<file path="src/rtl/map_writer_if.sv">
`default_nettype none
// ============================================================================
// map_writer_if : command handshake and background-RAM write port bundle
// Rev 1.0
// ============================================================================
interface map_writer_if #(
  parameter int TILE_W  = 8,
  parameter int COLOR_W = 12
);
  logic                  cmd_valid;
  logic                  cmd_ready;
  logic [TILE_W-1:0]     cmd_x0;
  logic [TILE_W-1:0]     cmd_y0;
  logic [TILE_W-1:0]     cmd_x1;
  logic [TILE_W-1:0]     cmd_y1;
  logic [COLOR_W-1:0]    cmd_color;
  logic [2*TILE_W-1:0]   mem_address;
  logic [COLOR_W-1:0]    mem_data;
  logic                  mem_wren;
  logic                  busy;
  logic                  done;

  // Command issuer side.
  modport master (
    output cmd_valid, cmd_x0, cmd_y0, cmd_x1, cmd_y1, cmd_color,
    input  cmd_ready, mem_address, mem_data, mem_wren, busy, done
  );

  // Fill engine side.
  modport slave (
    input  cmd_valid, cmd_x0, cmd_y0, cmd_x1, cmd_y1, cmd_color,
    output cmd_ready, mem_address, mem_data, mem_wren, busy, done
  );
endinterface
`default_nettype wire

</file>
<file path="src/rtl/map_writer.sv">
`default_nettype none
// ============================================================================
// map_writer : rectangle-fill engine writing the background tile colour map
// Rev 1.0
// ============================================================================
module map_writer #(
  parameter int TILE_W  = 8,
  parameter int COLOR_W = 12
) (
  input  logic         clock,
  input  logic         resetn,
  map_writer_if.slave  bus
);

  typedef enum logic [1:0] {
    S_IDLE = 2'd0,
    S_FILL = 2'd1,
    S_DONE = 2'd2
  } state_t;

  state_t               r_state;
  logic [TILE_W-1:0]    r_cx;
  logic [TILE_W-1:0]    r_cy;
  logic [TILE_W-1:0]    r_xmin;
  logic [TILE_W-1:0]    r_xmax;
  logic [TILE_W-1:0]    r_ymax;
  logic [COLOR_W-1:0]   r_color;
  logic                 r_wren;
  logic                 r_busy;
  logic                 r_done;
  logic                 r_ready;

  logic [TILE_W-1:0]    w_xmin;
  logic [TILE_W-1:0]    w_xmax;
  logic [TILE_W-1:0]    w_ymin;
  logic [TILE_W-1:0]    w_ymax;
  logic                 w_last;

  // Corners may arrive in any order; normalise at accept time.
  assign w_xmin = (bus.cmd_x0 < bus.cmd_x1) ? bus.cmd_x0 : bus.cmd_x1;
  assign w_xmax = (bus.cmd_x0 < bus.cmd_x1) ? bus.cmd_x1 : bus.cmd_x0;
  assign w_ymin = (bus.cmd_y0 < bus.cmd_y1) ? bus.cmd_y0 : bus.cmd_y1;
  assign w_ymax = (bus.cmd_y0 < bus.cmd_y1) ? bus.cmd_y1 : bus.cmd_y0;

  // Equality termination keeps rectangles touching tile 255 from wrapping.
  assign w_last = (r_cx == r_xmax) && (r_cy == r_ymax);

  always_ff @(posedge clock or negedge resetn) begin
    if (!resetn) begin
      r_state <= S_IDLE;
      r_cx    <= '0;
      r_cy    <= '0;
      r_xmin  <= '0;
      r_xmax  <= '0;
      r_ymax  <= '0;
      r_color <= '0;
      r_wren  <= 1'b0;
      r_busy  <= 1'b0;
      r_done  <= 1'b0;
      r_ready <= 1'b1;
    end else begin
      case (r_state)
        S_IDLE: begin
          r_done <= 1'b0;
          if (bus.cmd_valid && r_ready) begin
            r_xmin  <= w_xmin;
            r_xmax  <= w_xmax;
            r_ymax  <= w_ymax;
            r_cx    <= w_xmin;
            r_cy    <= w_ymin;
            r_color <= bus.cmd_color;
            r_wren  <= 1'b1;
            r_busy  <= 1'b1;
            r_ready <= 1'b0;
            r_state <= S_FILL;
          end
        end
        S_FILL: begin
          if (w_last) begin
            r_wren  <= 1'b0;
            r_busy  <= 1'b0;
            r_done  <= 1'b1;
            r_state <= S_DONE;
          end else if (r_cx != r_xmax) begin
            r_cx <= r_cx + 1'b1;
          end else begin
            r_cx <= r_xmin;
            r_cy <= r_cy + 1'b1;
          end
        end
        S_DONE: begin
          r_done  <= 1'b0;
          r_ready <= 1'b1;
          r_state <= S_IDLE;
        end
        default: begin
          r_wren  <= 1'b0;
          r_busy  <= 1'b0;
          r_done  <= 1'b0;
          r_ready <= 1'b1;
          r_state <= S_IDLE;
        end
      endcase
    end
  end

  // Counters double as the write address and hold after the fill ends.
  assign bus.mem_address = {r_cy, r_cx};
  assign bus.mem_data    = r_color;
  assign bus.mem_wren    = r_wren;
  assign bus.busy        = r_busy;
  assign bus.done        = r_done;
  assign bus.cmd_ready   = r_ready;

endmodule
`default_nettype wire

</file>
<file path="src/flat_wrapper.sv">
// flat-port wrapper written by rule: the top's interface ports become plain ports
module map_writer_flat 
#(
  parameter int TILE_W  = 8,
  parameter int COLOR_W = 12
)
  (clock, resetn, bus_cmd_valid, bus_cmd_x0, bus_cmd_y0, bus_cmd_x1, bus_cmd_y1, bus_cmd_color, bus_cmd_ready, bus_mem_address, bus_mem_data, bus_mem_wren, bus_busy, bus_done);
  map_writer_if #(.TILE_W(TILE_W), .COLOR_W(COLOR_W)) bus_i ();
  input  logic clock;
  input  logic resetn;
  input wire logic [$bits(bus_i.cmd_valid)-1:0] bus_cmd_valid;
  input wire logic [$bits(bus_i.cmd_x0)-1:0] bus_cmd_x0;
  input wire logic [$bits(bus_i.cmd_y0)-1:0] bus_cmd_y0;
  input wire logic [$bits(bus_i.cmd_x1)-1:0] bus_cmd_x1;
  input wire logic [$bits(bus_i.cmd_y1)-1:0] bus_cmd_y1;
  input wire logic [$bits(bus_i.cmd_color)-1:0] bus_cmd_color;
  output wire logic [$bits(bus_i.cmd_ready)-1:0] bus_cmd_ready;
  output wire logic [$bits(bus_i.mem_address)-1:0] bus_mem_address;
  output wire logic [$bits(bus_i.mem_data)-1:0] bus_mem_data;
  output wire logic [$bits(bus_i.mem_wren)-1:0] bus_mem_wren;
  output wire logic [$bits(bus_i.busy)-1:0] bus_busy;
  output wire logic [$bits(bus_i.done)-1:0] bus_done;
  assign bus_i.cmd_valid = bus_cmd_valid;
  assign bus_i.cmd_x0 = bus_cmd_x0;
  assign bus_i.cmd_y0 = bus_cmd_y0;
  assign bus_i.cmd_x1 = bus_cmd_x1;
  assign bus_i.cmd_y1 = bus_cmd_y1;
  assign bus_i.cmd_color = bus_cmd_color;
  assign bus_cmd_ready = bus_i.cmd_ready;
  assign bus_mem_address = bus_i.mem_address;
  assign bus_mem_data = bus_i.mem_data;
  assign bus_mem_wren = bus_i.mem_wren;
  assign bus_busy = bus_i.busy;
  assign bus_done = bus_i.done;
  map_writer #(.TILE_W(TILE_W), .COLOR_W(COLOR_W)) u_core (.clock(clock), .resetn(resetn), .bus(bus_i));
endmodule
</file>
<file path="config.mk">
export PLATFORM = sky130hd
export DESIGN_NAME = map_writer_flat
export DESIGN_NICKNAME = d
export VERILOG_FILES = /design/src/rtl/map_writer_if.sv /design/src/rtl/map_writer.sv /design/src/flat_wrapper.sv
export SDC_FILE = /design/constraint.sdc
export NUM_CORES = 1
export LEC_CHECK = 0
export CELL_PAD_IN_SITES_DETAIL_PLACEMENT = 1
export CELL_PAD_IN_SITES_GLOBAL_PLACEMENT = 2
export CORE_ASPECT_RATIO = 1.1
export CORE_MARGIN = 1
export CORE_UTILIZATION = 28
export CTS_BUF_LIST = sky130_fd_sc_hd__clkbuf_4 sky130_fd_sc_hd__clkbuf_8 sky130_fd_sc_hd__clkbuf_16
export CTS_CLUSTER_SIZE = 8
export DETAILED_ROUTE_END_ITERATION = 10
export MAX_ROUTING_LAYER = met4
export PLACE_DENSITY = 0.81
export SLEW_MARGIN = 10
export SYNTH_ARGS = -nofsm -noshare
export SYNTH_HDL_FRONTEND = slang
export SYNTH_SLANG_ARGS = --single-unit
</file>
<file path="constraint.sdc">
create_clock -name clock -period 2.15 [get_ports clock]
set_clock_uncertainty 0.2 [all_clocks]
set_input_delay 0.3225 -clock clock [delete_from_list [all_inputs] [get_ports clock]]
set_output_delay 0.3225 -clock clock [all_outputs]
set_load 0.005 [all_outputs]
</file>
==> results.cfg <==
[cts]
cts_buffers = 9
cts.sinks = 57
clk_latency_ns = 0.33
cts_tree = built
h-tree-depth = 3
clk_path_buf_depth = 2
cts-root-buf = clkbuf_16
path_clk_slew_ns = 0.05

[grt]
grt.total_usage_pct = 18.8
antenna_found_initial = 0
grt_max_degree = 58
first_global_vias = 3860
grt_pass1_wl_um = 18400
grt_overflow = 0

[placement]
port_buffers = 78
gp_congestion = 0.772
place_inst = 672
dp_hpwl_um = 8100
placed_cell_area_um2 = 5070

[detailed_routing]
wl_met2_um = 5900
wl_per_cell_um = 15.5
via_per_inst = 4.86
drtIter0Drc = 77
ant_nets = 0
wl_met1_um = 4540
num_vias = 3425
dr.pass1.iters = 5
wl_met3_um = 348
highest_layer = met4
drt_wl_total_um = 11000
drcViolationCount = 0

[run_status]
status = finished with violations
violations = setup timing

[synthesis]
yosys_warnings = 0
synth.avg_cell_area_um2 = 9.24
synth_edf_count = 0
syn_nets = 442
async_reset_ff_share_pct = 100
synth.distinct_cells = 55
synthFlopType = dfrtp_1
ys_seq_area_share_pct = 40.8
yosys_register_bits = 57
syn_area_um2 = 3500
syn_inst = 379

[timing]
setup_slack_ns = -0.0440
period_share_pct = 102
maxSlewViolCount = 0
layout_min_cycle_time_ns = 2.19
worst_pin_slew_ns = 0.456
hold_viol = 0
finalSetupViolations = 11
max-slew-margin-rel_pct = 69.6
max_freq_mhz = 456
rsz0062_at_grt = true

[floorplan]
ios = 79
die_x_um = 109
core-area_um2 = 12100
row_count = 42
die_y_um = 119
initial_utilization_pct = 29.0
die-area_um2 = 13000

[layout]
num_antenna_cells = 0
syn_to_final_growth_pct = 63.2
fin_nets = 610
fin_area_um2 = 5710
final_common_cell = buf_4
final_cell_mix = buf_4, nand2_1, dfrtp_1
drive_gt1_share_pct = 32.7
layoutNonFillerInstCount = 705

[setup_path]
cp_slowest_cell = dfrtp_1
path_cells = xor2_2 > nor4_4 > buf_4 > a211oi_4 > buf_4 > a21oi_4 > nor3_1 > a221o_1
crit_family = compound AO/OA/AOI/OAI gates
path_common_cell = buf_4
worstPathArrival_ns = 2.19
cp-end-kind = register
max_stage_delay_ns = 0.41
worst-setup-path-type = register to register
cp-start-kind = register
path_max_fanout = 7
required_ns = 2.15
cp_num_buf_inv = 2

[pwr]
power_switching_mw = 0.709
peakVddDrop_uv = 282
power_density_nw_per_um2 = 523
seq_power_share_pct = 35.9
pwr-share-clk_pct = 47.4
intPower_mw = 2.28
switching_share_pct = 23.7
power.total_mw = 2.99
p_leak_nw = 2.68
power_frac_comb_pct = 16.7

[min_path]
hold_class = input port to register

[run]
drv_cap = 0
## timing repair
action,CTS,global route
gates cloned,1,0
pin swaps,23,3
hold buffers,1,0
hold endpoints to repair,56,0
resized for setup,97,15
setup endpoints to repair,40,22
buffers inserted,12,4
## worst register-to-register path, stage by stage (launching register included)
cell,delay (ns)
dfrtp_1,0.41
xor2_2,0.20
nor4_4,0.27
buf_4,0.19
a211oi_4,0.07
buf_4,0.16
a21oi_4,0.23
nor3_1,0.08
a221o_1,0.27
## sequential cells by signal, summed over array words and instances (netlist names)
register,count
u_core.bus.done,1
u_core.r_state,2
u_core.r_cx,8
u_core.r_cy,8
u_core.bus.mem_wren,1
u_core.bus.cmd_ready,1
u_core.bus.mem_data,12
u_core.r_xmin,8
u_core.r_ymax,8
u_core.r_xmax,8
## synth_stat cells (4+ instances only)
master,number,area (µm²)
buf_2,4,20.0
dfrtp_1,56,1400
inv_1,16,60.1
xnor2_1,14,123
nand2_1,73,274
mux2_2,4,45.0
ha_1,16,200
mux2i_1,25,250
xor2_1,8,70.1
a21o_1,6,45.0
nand4_1,4,25.0
o22a_1,6,52.6
clkbuf_1,12,45.0
and4_1,4,35.0
o21ai_0,24,120
nor2_1,23,86.3
o21ai_1,9,45.0
o21bai_1,6,45.0
nand3_1,6,30.0
a21oi_1,17,85.1
## through the flow
step / TNS (ns) / hold WS (ns) / worst slack [ns] / util, %
after floorplan: -0.727 / -0.173 / -0.221 / -
after global placement: -21.87 / 0.147 / -0.673 / 42.0
after detailed placement: -24.77 / 0.152 / -0.756 / 42.0
after CTS: -0.111 / 0.194 / -0.0323 / 46.5
after global routing: -1.58 / 0.239 / -0.159 / 47.3
final: -0.218 / 0.196 / -0.0440 / 47.3
## worst paths after layout
path,startpoint,end,slack [ns],cells after the start
min reg2reg,u_core.bus.mem_data[4],u_core.bus.mem_data[4],0.28,2
min,bus_cmd_x1[4],u_core.r_xmax[4],0.20,4
max,u_core.r_cy[2],u_core.r_cy[0],-0.04,8
max in group asynchronous,resetn,u_core.bus.cmd_ready,1.12,3
max reg2reg,u_core.r_cy[2],u_core.r_cy[0],-0.04,8
min in group asynchronous,resetn,u_core.r_ymax[1],0.32,3
## layer usage
| layer | global-route usage (%) | vias to the layer above |
|---|---|---|
| met5 | - | - |
| met4 | 6.76 | 0 |
| met3 | 2.41 | 12 |
| met2 | 33.7 | 79 |
| met1 | 21.2 | 1679 |
| li1 | - | 1655 |
## cells by family (layout without fill, tap and decap cells)
logic type / after synthesis / in the layout / share of synthesized area (%)
compound gates: 92 / 92 / 18.1
xor+xnor: 22 / 22 / 5.50
simple gates: 127 / 127 / 16.9
mux: 29 / 29 / 8.43
fa+ha+maj: 16 / 16 / 5.72
buf+inv: 36 / 208 / 4.57
flops: 57 / 57 / 40.8
## cell type report
class,instances,area [µm²]
clock buffers,10,239
clock inverters,5,56.3
fillers,1384,6370
inverters,17,71.3
multi-input cells,286,2190
flip-flops and latches,57,1430
well taps,154,193
repair buffers,176,1530
## power by group through the flow
stage	sequential (mW)	combinational [mW]	clock (mW)
final	1.07	0.499	1.42
after global routing	1.07	0.544	1.48
after CTS	1.07	0.500	1.46
after detailed placement	1.09	0.426	0
after global placement	1.09	0.408	0
after floorplan	1.09	0.187	0
(Power assumes the default switching activity.)
